## src/rtl/dmem_arbiter.sv

```systemverilog
// dmem_arbiter: shares one 64-bit data memory between the CPU memory stage and a
// burst DMA port; CPU has priority, bounded by a starvation counter. Rev 1.0
`default_nettype none

module dmem_arbiter #(
  parameter int MAX_WAIT  = 4,
  parameter int BURST_MAX = 8
) (
  input  logic        clk,
  input  logic        reset_n,
  // CPU memory stage
  input  logic        cpu_read,
  input  logic        cpu_write,
  input  logic [63:0] cpu_addr,
  input  logic [63:0] cpu_wdata,
  output logic [63:0] cpu_rdata,
  output logic        cpu_stall,
  // DMA / debug port
  input  logic        dma_req,
  input  logic        dma_we,
  input  logic [63:0] dma_addr,
  input  logic [3:0]  dma_len,
  output logic        dma_gnt,
  input  logic [63:0] dma_wdata,
  output logic        dma_wready,
  output logic [63:0] dma_rdata,
  output logic        dma_rvalid,
  output logic        dma_done,
  // data memory
  output logic [63:0] mem_address,
  output logic        mem_write_enable,
  output logic        mem_read_enable,
  output logic [63:0] mem_write_data,
  output logic [3:0]  mem_xfer_size,
  input  logic [63:0] mem_read_data
);

  localparam int             SW         = $clog2(MAX_WAIT + 1);
  localparam logic [SW-1:0]  STARVE_MAX = SW'(MAX_WAIT);
  localparam logic [3:0]     LEN_MAX    = 4'(BURST_MAX);

  typedef enum logic [0:0] {IDLE = 1'b0, BURST = 1'b1} state_t;

  state_t        state_q,  state_d;
  logic [SW-1:0] starve_q, starve_d;
  logic [63:0]   addr_q,   addr_d;
  logic [3:0]    remain_q, remain_d;
  logic          we_q,     we_d;
  logic [63:0]   rdata_q,  rdata_d;
  logic          rvalid_q, rvalid_d;
  logic          done_q,   done_d;

  logic       grant;
  logic [3:0] len_clamped;

  always_comb begin
    if (dma_len == 4'd0)         len_clamped = 4'd1;
    else if (dma_len > LEN_MAX)  len_clamped = LEN_MAX;
    else                         len_clamped = dma_len;
  end

  assign grant = dma_req & (~(cpu_read | cpu_write) | (starve_q == STARVE_MAX));

  always_comb begin
    state_d  = state_q;
    starve_d = starve_q;
    addr_d   = addr_q;
    remain_d = remain_q;
    we_d     = we_q;
    rdata_d  = rdata_q;
    rvalid_d = 1'b0;
    done_d   = 1'b0;

    mem_address      = cpu_addr;
    mem_write_enable = cpu_write;
    mem_read_enable  = cpu_read & ~cpu_write;
    mem_write_data   = cpu_wdata;
    cpu_rdata        = mem_read_data;
    cpu_stall        = 1'b0;
    dma_gnt          = 1'b0;
    dma_wready       = 1'b0;

    case (state_q)
      IDLE: begin
        if (grant) begin
          dma_gnt  = 1'b1;
          addr_d   = dma_addr;
          remain_d = len_clamped;
          we_d     = dma_we;
          starve_d = '0;
          state_d  = BURST;
        end else if (dma_req) begin
          if (starve_q != STARVE_MAX) starve_d = starve_q + 1'b1;
        end else begin
          starve_d = '0;
        end
      end
      BURST: begin
        // The burst owns the memory outright; CPU stores are dropped, not merged.
        mem_address      = addr_q;
        mem_write_enable = we_q;
        mem_read_enable  = ~we_q;
        mem_write_data   = dma_wdata;
        cpu_rdata        = '0;
        cpu_stall        = cpu_read | cpu_write;
        dma_wready       = we_q;
        if (!we_q) begin
          rdata_d  = mem_read_data;
          rvalid_d = 1'b1;
        end
        addr_d   = addr_q + 64'd8;
        remain_d = remain_q - 4'd1;
        if (remain_q <= 4'd1) begin
          state_d = IDLE;
          done_d  = 1'b1;
        end
      end
      default: state_d = IDLE;
    endcase
  end

  always_ff @(posedge clk or negedge reset_n) begin
    if (!reset_n) begin
      state_q  <= IDLE;
      starve_q <= '0;
      addr_q   <= '0;
      remain_q <= '0;
      we_q     <= 1'b0;
      rdata_q  <= '0;
      rvalid_q <= 1'b0;
      done_q   <= 1'b0;
    end else begin
      state_q  <= state_d;
      starve_q <= starve_d;
      addr_q   <= addr_d;
      remain_q <= remain_d;
      we_q     <= we_d;
      rdata_q  <= rdata_d;
      rvalid_q <= rvalid_d;
      done_q   <= done_d;
    end
  end

  assign dma_rdata     = rdata_q;
  assign dma_rvalid    = rvalid_q;
  assign dma_done      = done_q;
  assign mem_xfer_size = 4'b1000;

endmodule

`default_nettype wire

```

## config.mk

```make
export PLATFORM = sky130hd
export DESIGN_NAME = dmem_arbiter
export DESIGN_NICKNAME = d
export VERILOG_FILES = /design/src/rtl/dmem_arbiter.sv
export SDC_FILE = /design/constraint.sdc
export NUM_CORES = 1
export LEC_CHECK = 0
export ABC_CLOCK_PERIOD_IN_PS = 4000
export CAP_MARGIN = 20
export CORE_AREA = 3 3 228 230
export DETAILED_ROUTE_END_ITERATION = 16
export DIE_AREA = 0 0 231 233
export SLEW_MARGIN = 20
export SYNTH_ARGS = -nofsm -noshare
export SYNTH_HDL_FRONTEND = slang
export SYNTH_SLANG_ARGS = --single-unit
```

## constraint.sdc

```tcl
create_clock -name clk -period 4 [get_ports clk]
set_clock_uncertainty 0.05 [all_clocks]
set_input_delay 1 -clock clk [delete_from_list [all_inputs] [get_ports clk]]
set_output_delay 1 -clock clk [all_outputs]
set_load 0.005 [all_outputs]
```

# Word level (Yosys, flattened, before mapping)
# Cells that the tools add are included.
[totals]
ff_bits = 139
input_bits = 330
out_inout_bits = 267
elab_cells = 53
[op_classes]
add_sub_neg = 3
n_lt_le_gt_ge = 2
eq_ne = 4
n_mux = 24
bitwise = 8
n_reduce_logical = 4
[op_table]
columns = ["op", "count"]
rows = [
  ["$mux W64", 4],
  ["$pmux W64 S2", 1],
  ["$add A64 B4 Y64 const B", 1],
  ["$mux W4", 3],
  ["$mux W1", 11],
  ["$mux W3", 3],
  ["$pmux W4 S2", 1],
  ["$reduce_and A2 Y1", 3],
  ["$gt A4 B4 Y1 const B", 1],
  ["$le A4 B1 Y1 const B", 1],
  ["$logic_not A4 Y1", 1],
  ["$not A1 Y1", 4],
  ["$sub A4 B1 Y4 const B", 1],
  ["$add A3 B1 Y3 const B", 1],
  ["$eq A3 B3 Y1 const B", 1],
  ["$ne A3 B1 Y1 const B", 1],
  ["$ne A3 B3 Y1 const B", 1],
  ["$and A1 B1 Y1", 2],
  ["$ne A2 B2 Y1 const B", 1],
  ["$or A1 B1 Y1", 2],
  ["$pmux W1 S2", 1],
]

# Longest topological paths before layout
[depth]
word_depth = 6
mapped_depth = 8
depth_no_buf = 7

# Worst setup path before layout
# Ideal clock, no wire load.
[synth_timing]
kind = "input-to-output"
from = "input port cpu_read"
to = "output port dma_gnt"
arrival_ns = 1.963
required_ns = 2.950
path_slack_ns = 0.987
path_stages = 3
path_buffers = 0
path_cell_list = "o2bb2ai_1 > nand2_1 > nor2_1"
[synth_via]
elab_chain_cells = 6
[synth_rtl]
columns = ["element", "line", "source"]
rows = [
  ["start: declaration", "12", "input logic cpu_read,"],
  ["$or A1 B1 Y1", "62", "assign grant = dma_req & (~(cpu_read | cpu_write) | (starve_q == STARVE_MAX));"],
  ["$not A1 Y1", "62", ""],
  ["$or A1 B1 Y1", "62", ""],
  ["$and A1 B1 Y1", "62", ""],
  ["$mux W1", "85", "if (grant) begin"],
  ["$mux W1", "83", "case (state_q)"],
  ["end: declaration", "23", "output logic dma_gnt,"],
]
# Every way passes these cells.

# Worst setup path in the final report
[layout_timing]
from = "input port cpu_write"
to = "output port dma_gnt"
[layout_via]
elab_chain_cells = 6
[layout_rtl]
columns = ["element", "line", "source"]
rows = [
  ["start: declaration", "13", "input logic cpu_write,"],
  ["$or A1 B1 Y1", "62", ""],
  ["$not A1 Y1", "62", ""],
  ["$or A1 B1 Y1", "62", ""],
  ["$and A1 B1 Y1", "62", ""],
  ["$mux W1", "85", ""],
  ["$mux W1", "83", ""],
]
# Every way passes these cells.

==> impl_metrics.ini <==
[run_status]
outcome = finished clean

[logic_synthesis]
synth_cells = 869
synth-seq-cells = 139
syn_avg_cell_area_um2 = 10.71
syn_area_um2 = 9305
synth_warnings = 0
synth-async-reset-ratio = 1.000
yosysUniqueCellTypes = 51
synthFlopType = dfrtp_1
synth_edf_count = 0
ys_seq_area_frac = 0.3738

[cts]
post_cts_buffers = 0
hold_buffers = 0
post_cts_resized = 0
clock_path_buffers = 2
cts_tree = yes
cts.htree.levels = 4
cts_buffers = 17
cts_root_buf = clkbuf_16
clkTransAtPathRegs_ps = 60
worstSkewPairLatency_ps = 450
clock-sinks = 139

[grt]
grt_max_degree = 76
track_usage = 0.1577
overflow = 0
grt_pass1_vias = 9363
antenna_found_initial = 14
grt_pass1_wl_mm = 62.22

[timing]
slew_headroom = 0.4192
fin_setup_tns_ps = 0
fin_crit_sh = 0.9413
hold_viol = 0
setup_viol = 0
worst_slew_pin_slew_ps = 871.3
slew_viol_final = 0
rsz0062_at_grt = false
finalCriticalPeriod_ps = 3765
fmax_mhz = 265.6

[min_path]
hp-class = flip-flop to flip-flop

[flow_run]
maxCapViolations = 0

[setup_path]
cpPeakStageDelay_ps = 570
end_kind = output pin
start_kind = input pin
crit_path_top_delay_cell = clkdlybuf4s50_1
worstPathRequired_ps = 2950
path_common_cell = clkdlybuf4s50_1
critPathKind = input pin to output pin
critPathMaxFanout = 4
crit_arrival_ps = 2720
cp_cell_sequence = clkdlybuf4s50_1, o2bb2ai_2, nand2_4, nor2_1, buf_4, clkdlybuf4s50_1

[route]
viasPerCell = 4.288
post_drt_wl_per_cell_um = 21.05
drc = 0
ant_nets = 0
dr_wl_met2_mm = 23.24
wl_mm = 44.58
highest_layer = met5
dr.first_iter.drc_count = 447
route.met3.wl_mm = 3.761
drt-met1-wl_mm = 16.32
vias = 9082
first_pass_iters = 4

[placed_design]
place.gp.congestion = 0.8289
io_buffers = 592
hpwlAfterDp_mm = 36.66

[floorplan]
die_area_um2 = 53820
io_pins = 597
core_um2 = 50070
dieHeight_um = 233
num_rows = 82
dieWidth_um = 231
start_util = 0.1859

[cells_and_area]
final_common_cell = clkdlybuf4s50_1
final_cell_mix = 591 x clkdlybuf4s50_1, 210 x mux2_2, 138 x dfrtp_1
area_growth_pct = 78.49
layout-drive-gt1-share = 0.1940
final_core_util = 0.3317
fin_nets = 1765

[pwr]
vdd_drop_max_mv = 0.2969
p_per_area_nw_per_um2 = 662.4
p_leak_nw = 6.538
[power breakdown]
group | total (W) | switching (W) | leakage (nW) | internal [W]
Clock | 0.00169 | 0.000742 | 0.295 | 0.000944
Sequential | 0.00292 | 0.000800 | 1.62 | 0.00212
Combinational | 0.00640 | 0.00247 | 4.62 | 0.00393
Total | 0.0110 | 0.00401 | 6.54 | 0.00699
[final timing paths]
check	start	end	slack, ps	depth (start not counted)
max	cpu_write	dma_gnt	230	6
min	dma_rdata[54]$_DFFE_PN0P_	dma_rdata[54]$_DFFE_PN0P_	450	1
max reg2reg	addr_q[5]$_DFFE_PN0P_	addr_q[60]$_DFFE_PN0P_	1170	5
min reg2reg	dma_rdata[54]$_DFFE_PN0P_	dma_rdata[54]$_DFFE_PN0P_	450	1
max in group asynchronous	reset_n	dma_rdata[46]$_DFFE_PN0P_	2550	2
min in group asynchronous	reset_n	addr_q[6]$_DFFE_PN0P_	520	1
[synth_stat cells, types with 3 or more instances]
library cell    n  area (um2)
inv_1          17       63.81
a21oi_1        20       100.1
nand3b_1        3       22.52
mux2i_1        77       770.7
xor2_1          9       78.83
nand4_1        16       100.1
ha_1            5       62.56
and3_1          5       31.28
nor3_1         10       50.05
nor2_1         26       97.59
nand4b_1        3       26.28
mux2_2        210        2365
nor4_1         20       125.1
a311oi_1        7       61.31
and2_1          3       18.77
buf_4           9       67.56
o31ai_1         5       37.54
or4_1           6       45.04
nand3_1        17       85.08
buf_2          10       50.05
a211oi_1        3       22.52
nor2b_1        64       400.4
a31oi_1        12       75.07
nand4_2         5       62.56
o21ai_0         9       45.04
clkbuf_1       48       180.2
dfrtp_1       139        3478
xnor2_1        39       341.6
and4_1          9       78.83
nand2_1        34       127.6
[worst max-delay path, delay by kind of cell]
kind | cells | cell delay [ps]
buf+inv | 3 | 1230
simple gates | 2 | 200
compound gates | 1 | 260
[registers in the layout, indices dropped and copies added, names as in the netlist]
register	flops
we_q	1
state_q	1
addr_q	64
dma_rdata	64
dma_rvalid	1
dma_done	1
starve_q	3
remain_q	4
[metrics by stage]
stage | worst slack (ps) | hold slack, ps | total power, W | cell area [um2] | std cells
floorplan | 987.0 | 415.6 | 0.005843 | 9313 | 871
global placement | 183.6 | 436.2 | 0.009364 | 16000 | 2083
detailed placement | 201.8 | 441.3 | 0.009480 | 16000 | 2083
CTS | 188.6 | 456.7 | 0.01125 | 16600 | 2115
global route | 173.2 | 465.0 | 0.01175 | 16610 | 2118
finish | 234.6 | 453.1 | 0.01100 | 16610 | 2118
[kinds of logic after synthesis]
logic type,Yosys count,share of synthesized area
buffers and inverters,88,0.04141
AND/OR/NAND/NOR,233,0.1483
flip-flops,139,0.3738
XOR/XNOR,48,0.04518
other,2,0.0008071
adder cells (fa/ha/maj),5,0.006723
AO/OA/AOI/OAI,67,0.04679
multiplexers,287,0.3370
[area by class of cell]
cell class              count  area [um2]
well taps                 672       840.8
clock buffers              17       425.4
diodes                      3       7.507
inverters                  17       63.81
multi-input cells         644        5465
flip-flops and latches    139        3482
repair buffers            611        6145
fillers                  5177       33460
clock inverters            15       178.9
[routing by layer]
layer | global-route usage | vias to the layer above
met3 | 0.05460 | 55
li1 | - | 4257
met1 | 0.1651 | 4330
met4 | 0.05559 | 20
met5 | 0 | -
met2 | 0.2924 | 420
No activity file was read; power rests on OpenSTA's default activity.
